`src/rtl/alu_seq.sv`:
```
// alu_seq_pkg / alu_seq
//
// Multi-byte sequential ALU engine. On an accepted start it walks `len` bytes
// little-endian: it reads one byte of A, one byte of B, runs them through an
// external combinational ALU with a chained carry, and writes the result byte
// back to memory. Flags are loaded once, when the whole operation completes.
//
// Ports:
//   clk, rst_n                  clock, synchronous active-low reset
//   start, op, len, carry_in    request pulse, operation code, byte count, external carry/borrow
//   a_base, b_base, d_base      operand A, operand B and destination base addresses
//   busy, done, err             engine active, completion pulse, illegal-op pulse
//   flag_c, flag_z              carry/borrow and zero flags of the last completed operation
//   rd_addr, rd_data            memory read port (data valid the cycle after the address)
//   wr_en, wr_addr, wr_data     memory write port
//   alu_cs, alu_a, alu_b, alu_cin          controls to the external ALU
//   alu_s, alu_zero, alu_cout              results from the external ALU

package alu_seq_pkg;

    // ALU control codes shared with the external ALU.
    localparam int AC_W = 2;
    localparam logic [AC_W-1:0] AC_AD = 2'd0;  // a + b + cin
    localparam logic [AC_W-1:0] AC_SB = 2'd1;  // a + ~b + cin, cout reports borrow
    localparam logic [AC_W-1:0] AC_AN = 2'd2;  // a & b
    localparam logic [AC_W-1:0] AC_OR = 2'd3;  // a | b

    // Operation codes on the op input.
    localparam logic [2:0] OP_ADD = 3'd0;
    localparam logic [2:0] OP_ADC = 3'd1;
    localparam logic [2:0] OP_SUB = 3'd2;
    localparam logic [2:0] OP_SBB = 3'd3;
    localparam logic [2:0] OP_AND = 3'd4;
    localparam logic [2:0] OP_OR  = 3'd5;

endpackage

module alu_seq
    import alu_seq_pkg::*;
#(
    parameter int N  = 8,
    parameter int AW = 8
) (
    input  logic            clk,
    input  logic            rst_n,

    input  logic            start,
    input  logic [2:0]      op,
    input  logic [3:0]      len,
    input  logic [AW-1:0]   a_base,
    input  logic [AW-1:0]   b_base,
    input  logic [AW-1:0]   d_base,
    input  logic            carry_in,

    output logic            busy,
    output logic            done,
    output logic            err,
    output logic            flag_c,
    output logic            flag_z,

    output logic [AW-1:0]   rd_addr,
    input  logic [N-1:0]    rd_data,
    output logic            wr_en,
    output logic [AW-1:0]   wr_addr,
    output logic [N-1:0]    wr_data,

    output logic [AC_W-1:0] alu_cs,
    output logic [N-1:0]    alu_a,
    output logic [N-1:0]    alu_b,
    output logic            alu_cin,
    input  logic [N-1:0]    alu_s,
    input  logic            alu_zero,
    input  logic            alu_cout
);

    typedef enum logic [2:0] {
        ST_IDLE,
        ST_RD_A,
        ST_RD_B,
        ST_EXEC,
        ST_DONE
    } state_e;

    state_e          state_q;
    logic [3:0]      i_q;
    logic [2:0]      op_q;
    logic [3:0]      len_q;
    logic [AW-1:0]   a_base_q;
    logic [AW-1:0]   b_base_q;
    logic [AW-1:0]   d_base_q;
    logic [N-1:0]    a_byte_q;
    logic            carry_q;      // carry fed into the next byte (ALU carry sense)
    logic            cout_last_q;  // flag_c candidate from the most recent byte
    logic            zacc_q;       // AND of alu_zero over all bytes so far
    logic            done_q;
    logic            err_q;
    logic            flag_c_q;
    logic            flag_z_q;

    logic [AC_W-1:0] alu_cs_d;
    logic            is_arith_d;
    logic            is_sub_d;
    logic            carry_d;
    logic            cout_last_d;
    logic            carry_init_d;

    // Decode of the latched operation.
    // NOTE: every signal assigned in an always_comb gets a default first, so no
    // path through the case leaves it unassigned and no latch is inferred.
    always_comb begin
        alu_cs_d   = AC_OR;
        is_arith_d = 1'b0;
        is_sub_d   = 1'b0;
        case (op_q)
            OP_ADD, OP_ADC: begin
                alu_cs_d   = AC_AD;
                is_arith_d = 1'b1;
            end
            OP_SUB, OP_SBB: begin
                alu_cs_d   = AC_SB;
                is_arith_d = 1'b1;
                is_sub_d   = 1'b1;
            end
            OP_AND:  alu_cs_d = AC_AN;
            default: alu_cs_d = AC_OR;
        endcase
    end

    // alu_cout is a borrow for AC_SB, while alu_cin always uses carry sense,
    // so the chain inverts it for subtraction. The flag keeps the raw borrow.
    assign carry_d     = is_arith_d & (is_sub_d ? ~alu_cout : alu_cout);
    assign cout_last_d = is_arith_d & alu_cout;

    // Initial chained carry, taken from the op/carry_in present at acceptance.
    always_comb begin
        carry_init_d = 1'b0;
        case (op)
            OP_ADC:  carry_init_d = carry_in;
            OP_SUB:  carry_init_d = 1'b1;
            OP_SBB:  carry_init_d = ~carry_in;
            default: carry_init_d = 1'b0;
        endcase
    end

    // NOTE: sequential state uses non-blocking assignments so every register
    // samples the pre-edge values, independent of statement order.
    always_ff @(posedge clk) begin
        if (!rst_n) begin
            state_q     <= ST_IDLE;
            i_q         <= '0;
            op_q        <= OP_ADD;
            len_q       <= '0;
            a_base_q    <= '0;
            b_base_q    <= '0;
            d_base_q    <= '0;
            a_byte_q    <= '0;
            carry_q     <= 1'b0;
            cout_last_q <= 1'b0;
            zacc_q      <= 1'b1;
            done_q      <= 1'b0;
            err_q       <= 1'b0;
            flag_c_q    <= 1'b0;
            flag_z_q    <= 1'b0;
        end else begin
            done_q <= 1'b0;
            err_q  <= 1'b0;
            case (state_q)
                ST_IDLE: begin
                    if (start) begin
                        if (op > OP_OR) begin
                            err_q <= 1'b1;
                        end else begin
                            op_q        <= op;
                            len_q       <= len;
                            a_base_q    <= a_base;
                            b_base_q    <= b_base;
                            d_base_q    <= d_base;
                            i_q         <= '0;
                            carry_q     <= carry_init_d;
                            cout_last_q <= 1'b0;
                            zacc_q      <= 1'b1;
                            state_q     <= (len == 4'd0) ? ST_DONE : ST_RD_A;
                        end
                    end
                end
                ST_RD_A: state_q <= ST_RD_B;
                ST_RD_B: begin
                    // rd_data now holds the A byte addressed in RD_A.
                    a_byte_q <= rd_data;
                    state_q  <= ST_EXEC;
                end
                ST_EXEC: begin
                    carry_q     <= carry_d;
                    cout_last_q <= cout_last_d;
                    zacc_q      <= zacc_q & alu_zero;
                    if (i_q == len_q - 4'd1) begin
                        state_q <= ST_DONE;
                    end else begin
                        i_q     <= i_q + 4'd1;
                        state_q <= ST_RD_A;
                    end
                end
                ST_DONE: begin
                    done_q   <= 1'b1;
                    flag_c_q <= cout_last_q;
                    flag_z_q <= zacc_q;
                    state_q  <= ST_IDLE;
                end
                default: state_q <= ST_IDLE;
            endcase
        end
    end

    // Memory and ALU drive, decoded from the state register. Addresses wrap
    // naturally because the sums are AW bits wide.
    always_comb begin
        rd_addr = '0;
        wr_en   = 1'b0;
        wr_addr = '0;
        wr_data = '0;
        alu_cs  = AC_AD;
        alu_a   = '0;
        alu_b   = '0;
        alu_cin = 1'b0;
        case (state_q)
            ST_RD_A: rd_addr = a_base_q + AW'(i_q);
            ST_RD_B: rd_addr = b_base_q + AW'(i_q);
            ST_EXEC: begin
                alu_cs  = alu_cs_d;
                alu_a   = a_byte_q;
                alu_b   = rd_data;
                alu_cin = carry_q;
                wr_en   = 1'b1;
                wr_addr = d_base_q + AW'(i_q);
                wr_data = alu_s;
            end
            default: ;
        endcase
    end

    assign busy   = (state_q != ST_IDLE);
    assign done   = done_q;
    assign err    = err_q;
    assign flag_c = flag_c_q;
    assign flag_z = flag_z_q;

endmodule

```
`config.mk`:
```
export PLATFORM = sky130hd
export DESIGN_NAME = alu_seq
export DESIGN_NICKNAME = d
export VERILOG_FILES = /design/src/rtl/alu_seq.sv
export SDC_FILE = /design/constraint.sdc
export NUM_CORES = 1
export LEC_CHECK = 0
export ABC_CLOCK_PERIOD_IN_PS = 4500
export CAP_MARGIN = 20
export CORE_MARGIN = 5
export CORE_UTILIZATION = 45
export DETAILED_ROUTE_END_ITERATION = 12
export PLACE_DENSITY = 0.83
export SLEW_MARGIN = 5
export SYNTH_ARGS = -nofsm -noshare
export SYNTH_HDL_FRONTEND = slang
export SYNTH_SLANG_ARGS = --single-unit
```
`constraint.sdc`:
```
create_clock -name clk -period 4.5 [get_ports clk]
set_input_delay 1.35 -clock clk [delete_from_list [all_inputs] [get_ports clk]]
set_output_delay 1.35 -clock clk [all_outputs]
set_load 0.01 [all_outputs]
```
Word-level counts from Yosys, hierarchy flattened
Cells that the tools add are included. Widths: inputs -> output; s select.

$add $sub $neg: 5. Magnitude comparators: 1. Eq/ne operators: 15. Multiplexer cells: 33. Bitwise gates (word level): 6. Reduce and logical (&&, ||, !) cells: 13.

Operators with widths (number): $mux 8 (4); $add 8x4->8 (3); $eq 3x2->1 const B (6); $pmux 8 s2 (1); $mux 1 (13); $mux 3 (4); $mux 4 (3); $pmux 3 s4 (1); $eq 3x1->1 const B (3); $reduce_and 3->1 (3); $pmux 4 s2 (1); $eq 3x3->1 const B (2); $logic_not 3->1 (2); $ne 2x2->1 const B (3); $pmux 1 s2 (3); $pmux 2 s3 (1); $add 4x1->4 const B (1); $eq 4x4->1 (1); $logic_not 4->1 (1); $reduce_and 4->1 (1); $reduce_or 2->1 (2); $reduce_or 4->1 (1); $sub 4x1->4 const B (1); $and 1x1->1 (3); other kinds (7) (9).

Bits in registers: 53. Input port bits: 53.

Longest topological paths before layout
Depth after elaboration: 6. Gate-level depth with buffers: 14.

Worst setup path before layout
No wires, ideal clock.

Path kind: reg-to-output. Start point: register state_q[1]. End point: output rd_addr[6]. Arrival time: 2415 ps. Data required time: 3150 ps. Setup slack: 735 ps. Cell stages (with the launch flop): 15. Buffers on the path: 3. Cell sequence: dfxtp_1 -> buf_4 -> nor3b_2 -> buf_4 -> clkbuf_1 -> nand2_1 -> nand2_1 -> ha_1 -> inv_1 -> fa_1 -> nor2b_1 -> o21ai_0 -> a22oi_2 -> xor2_1 -> nor2_1.

Word-level cells in the longest chain between the ends: 2.

Ends and longest elaborated chain: start, declared (line 84) `state_e state_q;`; start signal, assigned (line 182) `state_q <= (len == 4'd0) ? ST_DONE : ST_RD_A;`; $eq 3x2->1 or $eq 3x1->1 (tied branches) (line 225) `case (state_q)`; $pmux 8 s2 (*) (line 225); end, declared (line 61) `output logic [AW-1:0] rd_addr,`.

Every way passes the cells marked *; elsewhere a longest branch is shown, timed or not.

Final worst setup path
Start point: register state_q[2]. End point: output rd_addr[5].

The elaborated chain is that of the path after synthesis.

==> impl_metrics.ini <==
[logic_synthesis]
synth_seq_cells = 53
synth_cells = 372
syn-num-nets = 437
synth_area_per_cell_um2 = 7.71
synth_area_leaders = dfxtp_1 37%, nand2_1 12%, a21oi_1 8.4%
synth_warnings = 0
async_flop_share = 0
synth.cell_area_um2 = 2870
synth_area_leader_cell = dfxtp_1
synth_edf_count = 0
synthFlopType = dfxtp_1
synthDistinctLibCells = 44
synth_top_area_frac = 0.370
yosysSeqAreaShare = 0.370

[status]
outcome = finished clean

[clock_tree]
clock_latency_ps = 310
cts_buffer_depth = 2
clk_pin_slew_ps = 90
cts_buffers = 5
cts_root_buf = clkbuf_8
cts_tree = built
cts_num_sinks = 53
htree_levels = 2

[setup_path]
crit_path_start_kind = flop
end_kind = output port
critPathArrivalTime_ps = 3000
crit_type = reg -> out
required_ps = 3150
crit_fanout = 8

[pwr]
internal_power_mw = 0.717
p_per_area_nw_per_um2 = 248
seqPwrFrac = 0.520
p_comb_frac = 0.221
leakagePower_nw = 1.54
p_sw_mw = 0.283
sw_frac_of_total = 0.283
clockPowerShare = 0.258
ir_drop_uv = 166

[hold_path]
hold_path.class = reg -> reg

[finish]
drive_above_1_share = 0.0661
antenna_cells = 0
final_area_um2 = 4040
fill_cells = 542
fin_util = 0.643
syn_to_final_growth_pct = 40.7
nNetsFinal = 533

[die]
start_util = 0.457
fp.dieArea_um2 = 8070
io_pins = 102
dieWidth_um = 89.8
rows = 29
core-area_um2 = 6280
die_h_um = 89.8

[sta]
finalCritPeriodShare = 0.966
max_slew_margin = 0.485
finalHoldViolCount = 0
setup_violations = 0
setup_slack_ps = 151
finalMaxSlewViolations = 0
fin_crit_ps = 4350
fin_hold_ws_ps = 459
timing.fmax_mhz = 230
clock-skew-final_ps = 7.10
tightestPinTransition_ps = 771

[routing]
vias = 2851
drcViolationCount = 0
viasPerCell = 5.22
drtIter0Drc = 160
wl_per_cell_um = 14.0
wirelength_mm = 7.65
ant_nets = 0
dr.pass1.iters = 4

[global_routing]
grt_pass1_vias = 2768
grt_overflow = 0
grt_max_degree = 46
grt_pass1_wl_mm = 12.8
antenna_found_initial = 0
grt_usage = 0.186

[placement]
gp_congestion = 0.877
placed_area_um2 = 3920
numPortBuffers = 101
pre_cts_slack_ps = 264
dp_hpwl_mm = 5.72

[flow_run]
drv_cap = 0
## per-stage QoR
stage	TNS, ps	power [mW]	instances
detailed placement	0	0.746	536
global placement	0	0.739	536
global route	-20.7	1.05	546
floorplan	0	0.653	372
finish	0	1.00	546
CTS	0	0.999	544
## power by group through the flow
| stage | sequential (mW) | combinational (mW) | clock, mW |
|---|---|---|---|
| 6_report | 0.520 | 0.221 | 0.258 |
| 2_1_floorplan | 0.524 | 0.129 | 0 |
| 3_5_place_dp | 0.530 | 0.215 | 0 |
| 4_1_cts | 0.520 | 0.218 | 0.261 |
| 3_3_place_gp | 0.528 | 0.211 | 0 |
| 5_1_grt | 0.524 | 0.245 | 0.279 |
## critical path: stages, from the launching register on
cell and delay [ps]:
dfxtp_2 380, or3b_4 470, nand2_1 90, nand2_1 70
ha_1 280, a21o_1 180, a21o_1 210, a21oi_2 210
nor3_1 90, nor3_2 150, clkdlybuf4s50_1 550
## timing repair
| item | in CTS | in global routing |
|---|---|---|
| pin swaps | 0 | 1 |
| cloned | 0 | 0 |
| endpoints found under the setup margin | 4 | 4 |
| setup buffers | 0 | 2 |
| resized for setup | 1 | 7 |
| hold endpoints to repair | 0 | 0 |
| hold buffers | 0 | 0 |
## cell families (layout without fill, tap and decap cells)
| logic type | count (synthesis) | in the layout | synth area share |
|---|---|---|---|
| AOI/OAI and AO/OA | 73 | 73 | 0.145 |
| xor gates and xnor gates | 17 | 17 | 0.0567 |
| adders and majority gates | 12 | 12 | 0.0576 |
| buffers and inverters | 31 | 128 | 0.0493 |
| DFF | 53 | 53 | 0.370 |
| muxes | 6 | 6 | 0.0209 |
| and+or+nand+nor | 180 | 180 | 0.300 |
## cells in the mapped netlist, drive strengths merged, types with 7 or more instances
cell     n
ha      10
xnor2    7
o21ai   10
xor2     9
and2    30
buf      9
clkbuf  11
nand2   93
a21oi   48
dfxtp   53
nor2    22
inv     11
nand3   10
nor3    12
## metal layers
metal  track usage  up-vias  share of wire
met2         0.322       93           0.50
met3        0.0434       13          0.051
met1         0.226     1326           0.43
met4        0.0630        0          0.021
met5             0        -              0
li1              -     1419              -
## cells in the final DEF (no fill, tap or decap), types with 9 or more instances in the layout
cell and count:
clkdlybuf4s50_1 101, nand2_1 93, dfxtp_1 51, a21oi_1 47
and2_1 29, nor2_1 21, ha_1 10, inv_1 9
xor2_1 9, nor3_1 9
## final cells by class
cell class	count	area [µm²]	area share
Sequential cell	53	1070	0.264
Inverter	11	41.3	0.0102
Timing Repair Buffer	109	1070	0.265
Clock buffer	8	80.1	0.0198
Multi-Input combinational cell	288	1680	0.417
Tap cell	77	96.3	0.0239
## flip-flops by register name, indices dropped and copies added (netlist names)
signal / flops
i_q: 4
state_q: 3
b_base_q: 8
zacc_q: 1
flag_z: 1
cout_last_q: 1
carry_q: 1
op_q: 3
done: 1
d_base_q: 8
a_byte_q: 8
flag_c: 1
len_q: 4
err: 1
a_base_q: 8
## path summary, 6_finish.rpt
check / from / slack (ps) / cells after the start / endpoint
setup / recovery: state_q[2] / 150 / 10 / rd_addr[5]
setup reg to reg: state_q[1] / 2600 / 7 / i_q[2]
hold reg to reg: a_byte_q[5] / 460 / 2 / a_byte_q[5]
hold / removal: a_byte_q[5] / 460 / 2 / a_byte_q[5]
Power figures use the tool's default switching activity.
